File: src/rtl/reaction_meter_if.sv
// Player-side signal bundle of the reaction meter: trial control and stimulus in,
// measurement results out.
interface reaction_meter_if #(
  parameter int W = 12
);
  logic         arm;
  logic         stim;
  logic         press;
  logic [W-1:0] rt_ms;
  logic         valid;
  logic         early;
  logic         timeout;
  logic         busy;
  logic [W-1:0] best_ms;

  modport master (
    output arm, stim, press,
    input  rt_ms, valid, early, timeout, busy, best_ms
  );

  modport slave (
    input  arm, stim, press,
    output rt_ms, valid, early, timeout, busy, best_ms
  );
endinterface

File: src/rtl/reaction_meter.sv
// Measures the time in ms from the stimulus light rising to a synchronized button press,
// flags false starts and timeouts, and tracks the best valid time since reset.
module reaction_meter #(
  parameter int W      = 12,
  parameter int MAX_MS = 2000
) (
  input  logic                clk1k,
  input  logic                rst_n,
  reaction_meter_if.slave     bus
);

  typedef enum logic [2:0] {
    S_IDLE      = 3'd0,
    S_WAIT_STIM = 3'd1,
    S_MEASURE   = 3'd2,
    S_DONE      = 3'd3,
    S_EARLY     = 3'd4,
    S_TIMEOUT   = 3'd5
  } state_t;

  localparam logic [W-1:0] MAX_CNT = W'(MAX_MS);

  state_t       state_q,   state_d;
  logic [W-1:0] cnt_q,     cnt_d;
  logic [W-1:0] rt_q,      rt_d;
  logic [W-1:0] best_q,    best_d;
  logic         valid_q,   valid_d;
  logic         early_q,   early_d;
  logic         timeout_q, timeout_d;
  logic         busy_q,    busy_d;
  logic [2:0]   sync_q,    sync_d;
  logic         press_edge_s;

  // sync_q[0]/[1] are the metastability pair, sync_q[2] delays s2 for edge detection
  assign sync_d       = {sync_q[1:0], bus.press};
  assign press_edge_s = sync_q[1] & ~sync_q[2];

  // Next-state and next-output logic for the trial FSM
  always_comb begin
    state_d   = state_q;
    cnt_d     = cnt_q;
    rt_d      = rt_q;
    best_d    = best_q;
    valid_d   = valid_q;
    early_d   = early_q;
    timeout_d = timeout_q;
    if (bus.arm) begin
      state_d   = S_WAIT_STIM;
      cnt_d     = '0;
      rt_d      = '0;
      valid_d   = 1'b0;
      early_d   = 1'b0;
      timeout_d = 1'b0;
    end else begin
      case (state_q)
        S_WAIT_STIM: begin
          if (press_edge_s) begin
            state_d = S_EARLY;
            early_d = 1'b1;
          end else if (bus.stim) begin
            state_d = S_MEASURE;
            cnt_d   = '0;
          end else begin
            state_d = S_WAIT_STIM;
          end
        end
        S_MEASURE: begin
          if (press_edge_s) begin
            state_d = S_DONE;
            rt_d    = cnt_q;
            valid_d = 1'b1;
            if (cnt_q < best_q) begin
              best_d = cnt_q;
            end else begin
              best_d = best_q;
            end
          end else if (cnt_q == MAX_CNT) begin
            state_d   = S_TIMEOUT;
            rt_d      = MAX_CNT;
            timeout_d = 1'b1;
          end else begin
            cnt_d = cnt_q + W'(1);
          end
        end
        default: begin
          state_d = state_q;
        end
      endcase
    end
    busy_d = (state_d == S_WAIT_STIM) || (state_d == S_MEASURE);
  end

  // State, result and synchronizer registers
  always_ff @(posedge clk1k or negedge rst_n) begin
    if (!rst_n) begin
      state_q   <= S_IDLE;
      cnt_q     <= '0;
      rt_q      <= '0;
      best_q    <= '1;
      valid_q   <= 1'b0;
      early_q   <= 1'b0;
      timeout_q <= 1'b0;
      busy_q    <= 1'b0;
      sync_q    <= 3'b000;
    end else begin
      state_q   <= state_d;
      cnt_q     <= cnt_d;
      rt_q      <= rt_d;
      best_q    <= best_d;
      valid_q   <= valid_d;
      early_q   <= early_d;
      timeout_q <= timeout_d;
      busy_q    <= busy_d;
      sync_q    <= sync_d;
    end
  end

  assign bus.rt_ms   = rt_q;
  assign bus.best_ms = best_q;
  assign bus.valid   = valid_q;
  assign bus.early   = early_q;
  assign bus.timeout = timeout_q;
  assign bus.busy    = busy_q;

endmodule

File: src/flat_wrapper.sv
// flat-port wrapper written by rule: the top's interface ports become plain ports
module reaction_meter_flat 
#(
  parameter int W      = 12,
  parameter int MAX_MS = 2000
)
  (clk1k, rst_n, bus_arm, bus_stim, bus_press, bus_rt_ms, bus_valid, bus_early, bus_timeout, bus_busy, bus_best_ms);
  reaction_meter_if #(.W(W)) bus_i ();
  input  logic clk1k;
  input  logic rst_n;
  input wire logic [$bits(bus_i.arm)-1:0] bus_arm;
  input wire logic [$bits(bus_i.stim)-1:0] bus_stim;
  input wire logic [$bits(bus_i.press)-1:0] bus_press;
  output wire logic [$bits(bus_i.rt_ms)-1:0] bus_rt_ms;
  output wire logic [$bits(bus_i.valid)-1:0] bus_valid;
  output wire logic [$bits(bus_i.early)-1:0] bus_early;
  output wire logic [$bits(bus_i.timeout)-1:0] bus_timeout;
  output wire logic [$bits(bus_i.busy)-1:0] bus_busy;
  output wire logic [$bits(bus_i.best_ms)-1:0] bus_best_ms;
  assign bus_i.arm = bus_arm;
  assign bus_i.stim = bus_stim;
  assign bus_i.press = bus_press;
  assign bus_rt_ms = bus_i.rt_ms;
  assign bus_valid = bus_i.valid;
  assign bus_early = bus_i.early;
  assign bus_timeout = bus_i.timeout;
  assign bus_busy = bus_i.busy;
  assign bus_best_ms = bus_i.best_ms;
  reaction_meter #(.W(W), .MAX_MS(MAX_MS)) u_core (.clk1k(clk1k), .rst_n(rst_n), .bus(bus_i));
endmodule
File: config.mk
export PLATFORM = sky130hd
export DESIGN_NAME = reaction_meter_flat
export DESIGN_NICKNAME = d
export VERILOG_FILES = /design/src/rtl/reaction_meter_if.sv /design/src/rtl/reaction_meter.sv /design/src/flat_wrapper.sv
export SDC_FILE = /design/constraint.sdc
export NUM_CORES = 1
export LEC_CHECK = 0
export BUFFER_PORTS_ARGS = -buffer_cell sky130_fd_sc_hd__buf_2
export CELL_PAD_IN_SITES_DETAIL_PLACEMENT = 1
export CELL_PAD_IN_SITES_GLOBAL_PLACEMENT = 2
export CORE_ASPECT_RATIO = 1.75
export CORE_UTILIZATION = 41
export CTS_BUF_LIST = sky130_fd_sc_hd__clkbuf_8
export DETAILED_ROUTE_END_ITERATION = 10
export PLACE_DENSITY_LB_ADDON = 0.1
export SYNTH_ARGS = -nofsm -noshare
export SYNTH_HDL_FRONTEND = slang
export SYNTH_SLANG_ARGS = --single-unit
File: constraint.sdc
create_clock -name clk1k -period 4.3 [get_ports clk1k]
set_clock_uncertainty 0.2 [all_clocks]
set_input_delay 0.645 -clock clk1k [delete_from_list [all_inputs] [get_ports clk1k]]
set_output_delay 0.645 -clock clk1k [all_outputs]
set_load 0.01 [all_outputs]
# --- Word-level counts from Yosys, hierarchy flattened ---
# Index checks and enable logic that the tools add are counted.
classes:
  n_addsub: 1
  magnitude_cmp: 1
  eq_ne: 10
  muxes: 25
  n_bitwise: 3
  reduce_logical: 13
ops:
  columns: ["op", "count"]
  rows:
  - ["$mux W12", 9]
  - ["$pmux W12 S2", 1]
  - ["$add A12 B1 Y12 const B", 1]
  - ["$eq A12 B11 Y1 const B", 1]
  - ["$lt A12 B12 Y1", 1]
  - ["$mux W3", 4]
  - ["$ne A3 B3 Y1 const B", 4]
  - ["$mux W1", 9]
  - ["$reduce_bool A2 Y1", 4]
  - ["$eq A3 B1 Y1 const B", 2]
  - ["$eq A3 B2 Y1 const B", 2]
  - ["$pmux W3 S2", 1]
  - ["$reduce_and A2 Y1", 3]
  - ["$reduce_bool A3 Y1", 2]
  - ["$reduce_and A5 Y1", 1]
  - ["$reduce_and A4 Y1", 1]
  - ["$reduce_and A3 Y1", 1]
  - ["$mux W2", 1]
  - ["$ne A2 B2 Y1 const B", 1]
  - ["$not A1 Y1", 2]
  - ["$and A1 B1 Y1", 1]
  - ["$logic_or A1 B1 Y1", 1]
word_totals:
  register_bits: 46

# --- Depth between registers and ports, before layout ---
# Gate-level depths: netlist of run 1.
depth:
  ltp_word: 7
  ltp_mapped: 8

# --- Least setup slack after synthesis of run 1 ---
# OpenSTA, ideal clock, no wires.
synth_timing:
  path_type: "reg-to-reg"
  from: "register u_core.best_q[2], in the netlist u_core.bus.best_ms[2]"
  to: "register u_core.best_q[10], in the netlist u_core.bus.best_ms[10]"
  setup_ns: 0.082
  t_arrival_ns: 1.972
  required_ns: 4.018
  path_slack_ns: 2.046
  path_stages_with_launch: 9
  n_path_buf: 1
  synth_period_minus_slack_ns: 2.254
  path_cell_list: "dfstp_2 > inv_1 > ha_1 > a211oi_1 > o21ai_0 > a41oi_1 > o211ai_2 > buf_6 > mux2_2"
synth_between:
  elab_chain_cells: 2
synth_rtl:
  columns: ["item", "line_no", "rtl"]
  rows:
  - ["start, declared", "reaction_meter.sv:26", "logic [W-1:0] best_q, best_d;"]
  - ["start signal, assigned", "reaction_meter.sv:109", "best_q <= best_d;"]
  - ["$lt A12 B12 Y1", "reaction_meter.sv:72", "if (cnt_q < best_q) begin"]
  - ["$reduce_and A4 Y1 (no line)", null, null]
# No other way between the ends.
# A chain may end at the register's enable or synchronous reset.

# --- Final worst setup path of run 1 ---
layout_timing:
  from: "register u_core.best_q[2], in the netlist u_core.bus.best_ms[2]"
  to: "register u_core.best_q[3], in the netlist u_core.bus.best_ms[3]"
# Same word-level chain as after synthesis.

==> results of run 1 <==
placed cells by master, fill, tap and decap left out, types with 3 or more instances in the layout:
cell type,netlist,final
dfrtp_1,34,34
buf_2,1,32
nor2_1,26,26
inv_1,21,22
nand2_1,15,15
ha_1,13,13
dfstp_2,12,12
mux2_2,11,11
a21oi_1,8,8
a22oi_1,7,7
o21ai_0,7,7
xor2_1,7,7
clkbuf_8,0,6
a211oi_2,5,5
nand4_1,4,4
a31oi_1,4,4
nor2b_1,3,3
a211oi_1,3,3
and3_1,3,3
registers in the layout (all words and copies together), names as in the netlist:
name and flops:
u_core.bus.best_ms 12, u_core.bus.busy 1, u_core.bus.early 1, u_core.bus.rt_ms 12, u_core.bus.timeout 1, u_core.bus.valid 1, u_core.cnt_q 12, u_core.state_q 3
u_core.sync_q 3
path summary, 6_finish.rpt:
kind                                                         from                                 to  slack (ns)  cells after the start
worst min-delay path                   u_core.sync_q[0]$_DFF_PN0_         u_core.sync_q[1]$_DFF_PN0_        0.18                      0
max in group asynchronous                                   rst_n    u_core.bus.rt_ms[1]$_DFFE_PN0P_        2.95                      1
worst max register to register  u_core.bus.best_ms[2]$_DFFE_PN1P_  u_core.bus.best_ms[3]$_DFFE_PN1P_        1.68                      7
worst min register to register         u_core.sync_q[0]$_DFF_PN0_         u_core.sync_q[1]$_DFF_PN0_        0.18                      0
min in group asynchronous                                   rst_n    u_core.bus.rt_ms[8]$_DFFE_PN0P_        0.31                      1
worst max-delay path            u_core.bus.best_ms[2]$_DFFE_PN1P_  u_core.bus.best_ms[3]$_DFFE_PN1P_        1.68                      7
critical path, delay by kind of cell (launching register included):
kind | cells | cell delay (ns)
fa+ha+maj | 1 | 0.28
simple gates | 1 | 0.05
compound gates | 3 | 1.03
mux | 1 | 0.41
buf+inv | 1 | 0.04
flops | 1 | 0.54
cell type report:
type	count	area (um2)	area share, %
Sequential cell	46	1170	44.0
Inverter	21	78.8	2.98
Timing Repair Buffer	32	160	6.05
Clock buffer	6	82.6	3.12
Tap cell	76	95.1	3.59
Multi-Input combinational cell	144	1060	39.9
Clock inverter	2	8.76	0.331
power by group:
part	total [mW]	switching (mW)	internal [mW]
Combinational	0.0689	0.0451	0.0238
Clock	0.266	0.139	0.127
Sequential	0.455	0.00915	0.446
Total	0.790	0.193	0.597
through the flow:
| step | area [um2] | hold slack [ns] | worst slack (ns) |
|---|---|---|---|
| after floorplan | 2350 | 0.131 | 2.05 |
| after global placement | 2560 | 0.160 | 1.64 |
| after detailed placement | 2560 | 0.173 | 1.61 |
| after CTS | 2650 | 0.192 | 1.59 |
| after global routing | 2650 | 0.188 | 1.51 |
| final | 2650 | 0.184 | 1.68 |
cells by family (layout without fill, tap and decap cells):
logic type / after synthesis / after routing / synth area share (%)
and+or+nand+nor: 70 / 70 / 16.6
DFF: 46 / 46 / 49.7
AOI/OAI and AO/OA: 41 / 41 / 12.8
buffers and inverters: 27 / 61 / 5.33
adders and majority gates: 13 / 13 / 6.93
muxes: 12 / 12 / 5.70
xor gates and xnor gates: 8 / 8 / 2.98
per-layer routing:
layer / vias up / GRT usage, %
met4: 0 / 8.42
met2: 23 / 34.4
met5: - / 0
li1: 816 / -
met1: 851 / 20.8
met3: 8 / 4.30
==> results by group, run 1 <==
Critical path
  – Critical Path AT: around 2.7 ns
  – Slowest cell delay on critical path: 0.64 ns
  – Crit end category: flop
  – Max FO, Critical Path: 12
  – Crit-path cells: inv_1, ha_1, nand2_1, o21ai_0, a41oi_1, o211ai_2, mux2_2
  – Worst path required time: 4.33 ns
  – CP Launch Type: flop
  – Slowest-stage cell, CP: o211ai_2
  – Crit Path Class: flop to flop

Global routing
  – Initial antenna violation count: 0
  – Congestion Overflow GR: 0
  – Pin count of the biggest net entering global routing: 47
  – Number of global-route vias before repair: 1732
  – First-pass GRT wire length: approximately 8400 um
  – All-Layer GR Usage: around a fifth

Logic synthesis
  – Post-synth EDFFs: 0
  – Top post-synthesis cells by area: dfrtp_1 36%, dfstp_2 13%, ha_1 6.9%, mux2_2 5.3%, nor2_1 4.2%
  – Post-synth ARST share: 100%
  – Synth Area per Inst: between 10 and 15 um2
  – Syn nets: between 200 and 250
  – Sequential share of the synthesized area: between 40 and 50%
  – Top cell type's share of synthesized area: between 30% and 40%
  – Top_reg_cell synth: dfrtp_1
  – Mapped cell area: ~0.0023 mm2
  – Post-synth cell types: 43
  – Area leader, netlist: dfrtp_1
  – Yosys warning total: 0
  – Synthesized flop and latch total: 46
  – Count leader, synth: dfrtp_1
  – Commonest cells in the netlist: 34 x dfrtp_1, 26 x nor2_1, 21 x inv_1, 15 x nand2_1, 13 x ha_1
  – Post-synthesis cell count: between 200 and 250

Clock network
  – Clock Tree Buf Depth: 2
  – Sink Count: between 40 and 50
  – TritonCTS clock tree: done
  – Post-CTS Resized: 0
  – Post-CTS Setup Inserts: 0
  – Reg clk slew, reported paths: 0.08 ns
  – Root Driver: clkbuf_8
  – Worst skew pair latency: 0.30 ns
  – Hold buffers post-CTS: 0
  – CTS H-tree lvls: 2
  – Cts bufs inserted: 5

Route
  – Initial drt markers: 21
  – Antenna viol nets, final: 0
  – DR WL met3: between 100 and 150 um
  – Final wirelength: between 5000 and 6000 um
  – Post-DR vias/cell: slightly above 5
  – DR vias: 1698
  – Highest Signal Layer: met4
  – Routed wl met2: ~2900 um
  – Routed len/inst: 15.6 um
  – Wl on met1: ~2000 um
  – Drt pass-1 iters: 2
  – Post-route DRC: 0

Placement
  – Post-placement cell count: 319
  – DPL Wire Length: 3780 um
  – IO buf count: 32
  – RD Place Congestion: 0.735

Power
  – Pwr dens: roughly 300 mW/mm2
  – Worst VDD drop: a little under 200 uV
  – Static leakage: 1.23 nW
  – Final Power: 790 uW

Cells and area
  – Utilization after layout: about 48%
  – Share of layout cells above drive strength 1: a little under a third
  – Layout net count: 268
  – Filler Cells Inserted: 639
  – Antenna fix cells: 0
  – Area growth syn-to-layout: 12.8%
  – Cell Count, Final, Fillers Out: roughly 330

Floorplanning
  – IO Count: 33
  – Die H: about 100 um
  – Initial Util: a little over two fifths
  – Row count: 36
  – Die ar.: around 0.006 mm2
  – Core ar.: approximately 0.0055 mm2
  – Chip width: roughly 60 um

STA
  – Fmax: roughly 380 MHz
  – Slew HR: between 30% and 40%
  – Count of final hold-check violations: 0
  – Final Critical Period: roughly 2.6 ns
  – TNS Setup: 0 ns
  – Fin. max-slew vios: 0
  – Period utilisation layout: approximately three fifths
  – Final setup viols: 0
  – RSZ-0062 raised after global routing: false
  – Tightest Pin Transition: slightly above 1 ns

Status
  – Status: finished clean

Min path
  – Worst Hold Class: flop to flop

Flow run
  – Maxcap violations: 0
(Power assumes the default switching activity.)
==> run 2: changes to the inputs <==
Settings changed: CORE_UTILIZATION 41 to 35.
Clock period 4.3 ns to 2.3 ns, I/O delays scaled along.
==> results by group, run 2 (synthesis results as in run 1) <==
Route
  – Antenna viol nets, final: 0 (unchanged)
  – Final wirelength: 5660 um (+11%)
  – Drt pass-1 iters: 4 (+2)
  – Post-route DRC: 0 (unchanged)
  – Routed len/inst: 15.8 um (+1.3%)
  – Initial drt markers: 28 (+33%)
  – DR vias: 1791 (+5.5%)
  – Post-DR vias/cell: 4.99 (-3.9%)

Placement
  – IO buf count: 32 (unchanged)
  – DPL Wire Length: 4290 um (+13%)
  – Place WS: -0.127 ns (-1.73 ns)
  – RD Place Congestion: 0.763 (+3.7%)

Power
  – Worst VDD drop: 369 uV (+88%)
  – Pwr dens: 503 mW/mm2 (+69%)
  – Static leakage: 1.38 nW (+13%)
  – Final Power: 1.49 mW (+89%)

Critical path
  – CP Launch Type: flop
  – Critical Path AT: 2.24 ns (-0.41 ns)
  – Slowest cell delay on critical path: 0.54 ns (-0.10 ns)
  – Top cell family by delay on the critical path: flip-flops
  – RR Endpoint: u_core.bus.best_ms[5]$_DFFE_PN1P_
  – Max FO, Critical Path: 8 (-4)
  – Worst path required time: 2.33 ns (-2.00 ns)
  – Crit Path Class: flop to flop
  – R2R cell count: 8 (+1)
  – Crit-path cells: inv_1, ha_4, nand2_2, nor2_2, a41oi_2, o211ai_2, buf_12, mux2_2
  – Reg2reg setup slack: 0.1 ns (-1.58 ns)
  – Reg-to-Reg Start: u_core.bus.best_ms[7]$_DFFE_PN1P_
  – Buf/Inv on CP: 2 (+1)
  – Slowest-stage cell, CP: dfstp_2
  – Crit end category: flop

Clock network
  – TritonCTS clock tree: done
  – Sink Count: 46 (unchanged)
  – Cts bufs inserted: 5 (unchanged)
  – CTS H-tree lvls: 2 (unchanged)
  – Reg clk slew, reported paths: 0.09 ns (about the same)
  – Worst skew pair latency: 0.31 ns (about the same)
  – Root Driver: clkbuf_8
  – Clock Tree Buf Depth: 2 (unchanged)

Floorplanning
  – Chip width: 63.9 um (+8.0%)
  – IO Count: 33 (unchanged)
  – Die ar.: 0.00705 mm2 (+17%)
  – Row count: 39 (+8.3%)
  – Core ar.: 0.00649 mm2 (+17%)
  – Die H: 110 um (+8.1%)
  – Initial Util: 36.2% (-6.2 points)

STA
  – Fin worst setup slack: 0.0966 ns (-1.58 ns)
  – Slew HR: 51.6% (+19 points)
  – Final setup viols: 0 (unchanged)
  – Tightest Pin Transition: 0.725 ns (-0.292 ns)
  – Period utilisation layout: 95.8% (+35 points)
  – Final Critical Period: 2.20 ns (-0.417 ns)
  – WHS: 0.154 ns (-0.0305 ns)
  – TNS Setup: 0 ns (unchanged)
  – Fmax: 454 MHz (+19%)
  – Fin. max-slew vios: 0 (unchanged)
  – RSZ-0062 raised after global routing: true
  – Count of final hold-check violations: 0 (unchanged)

Cells and area
  – Share of layout cells above drive strength 1: 40.8% (+10 points)
  – Utilization after layout: 45.7% (-2.1 points)
  – Area growth syn-to-layout: 26.3%
  – Antenna fix cells: 0 (unchanged)
  – Most frequent cells in the layout: 34 x dfrtp_1, 32 x buf_2, 25 x nor2_1
  – Layout net count: 294 (+9.7%)
  – Most common cell after layout, fill and taps aside: dfrtp_1
  – Filler Cells Inserted: 747 (+17%)

Flow run
  – Maxcap violations: 0 (unchanged)

Global routing
  – Pin count of the biggest net entering global routing: 25 (-47%)
  – All-Layer GR Usage: 17.4% (-1.7 points)
  – Initial antenna violation count: 0 (unchanged)
  – Congestion Overflow GR: 0 (unchanged)
  – First-pass GRT wire length: 9050 um (+7.5%)
  – Number of global-route vias before repair: 1801 (+4.0%)

Min path
  – Hold path startpoint: u_core.sync_q[0]$_DFF_PN0_
  – Hold Path End: u_core.sync_q[1]$_DFF_PN0_
  – Hold Path Cell Cnt: 0 (unchanged)
  – Worst Hold Class: flop to flop

Status
  – Status: finished clean
## run 2: cell count changes in the layout (fill, tap and decap cells not counted), moves of 3 or more
cell | previous run | this run
buf_4 | 0 | 21
ha_1 | 13 | 9
o21ai_0 | 7 | 4
ha_4 | 0 | 4
## run 2: per-layer routing
layer / wire, um / up-vias / global-route usage [%]
met4: 93 / 0 / 6.82
met5: 0 / - / 0
met2: 3130 / 21 / 32.4
met1: 2320 / 895 / 19.3
li1: - / 868 / -
met3: 115 / 7 / 3.09
## run 2: final cells by class
cell class	count	area, um2	area share, %
Clock inverter	3	13.8	0.464
Sequential cell	46	1170	39.3
Timing Repair Buffer	58	389	13.1
Inverter	21	78.8	2.66
Multi-Input combinational cell	144	1150	38.6
Tap cell	82	103	3.46
Clock buffer	5	68.8	2.32
## run 2: worst register-to-register path: stages (launching register included)
cell and delay [ns]:
dfstp_2 0.54, inv_1 0.06, ha_4 0.27, nand2_2 0.05, nor2_2 0.12, a41oi_2 0.13, o211ai_2 0.27, buf_12 0.17
mux2_2 0.33
## run 2: how the worst max path moves through the flow
stage / start / to / slack (ns) / cells past startpoint
2_1_floorplan: u_core.bus.best_ms[2]$_DFFE_PN1P_ / u_core.bus.best_ms[10]$_DFFE_PN1P_ / 0.05 / 8
4_1_cts: u_core.bus.best_ms[2]$_DFFE_PN1P_ / u_core.bus.best_ms[10]$_DFFE_PN1P_ / 0.009 / 8
6_report: u_core.bus.best_ms[7]$_DFFE_PN1P_ / u_core.bus.best_ms[5]$_DFFE_PN1P_ / 0.1 / 8
3_5_place_dp: u_core.bus.best_ms[2]$_DFFE_PN1P_ / u_core.bus.best_ms[10]$_DFFE_PN1P_ / -0.13 / 8
5_1_grt: u_core.bus.best_ms[5]$_DFFE_PN1P_ / u_core.bus.best_ms[5]$_DFFE_PN1P_ / -0.03 / 8
3_3_place_gp: u_core.bus.best_ms[2]$_DFFE_PN1P_ / u_core.bus.best_ms[10]$_DFFE_PN1P_ / -0.07 / 8
## run 2: per-stage QoR
stage	instance area, um2	cells
after floorplan	2350	217
after detailed placement	2760	348
after global routing	2970	359
final	2970	359
after CTS	2870	358
after global placement	2760	348
## run 2: what timing repair did
| item | 4_1_cts | 5_1_grt |
|---|---|---|
| setup endpoints to repair | 12 | 11 |
| pin swaps | 2 | 8 |
| buffers inserted | 0 | 1 |
| endpoints found under the hold margin | 15 | 0 |
| hold buffers | 2 | 0 |
| resized for setup | 2 | 17 |
## run 2: report_power, final
group          internal [mW]  total [mW]  switching [mW]
clock                  0.206       0.474           0.268
sequential             0.834       0.851          0.0170
combinational         0.0704       0.166          0.0960
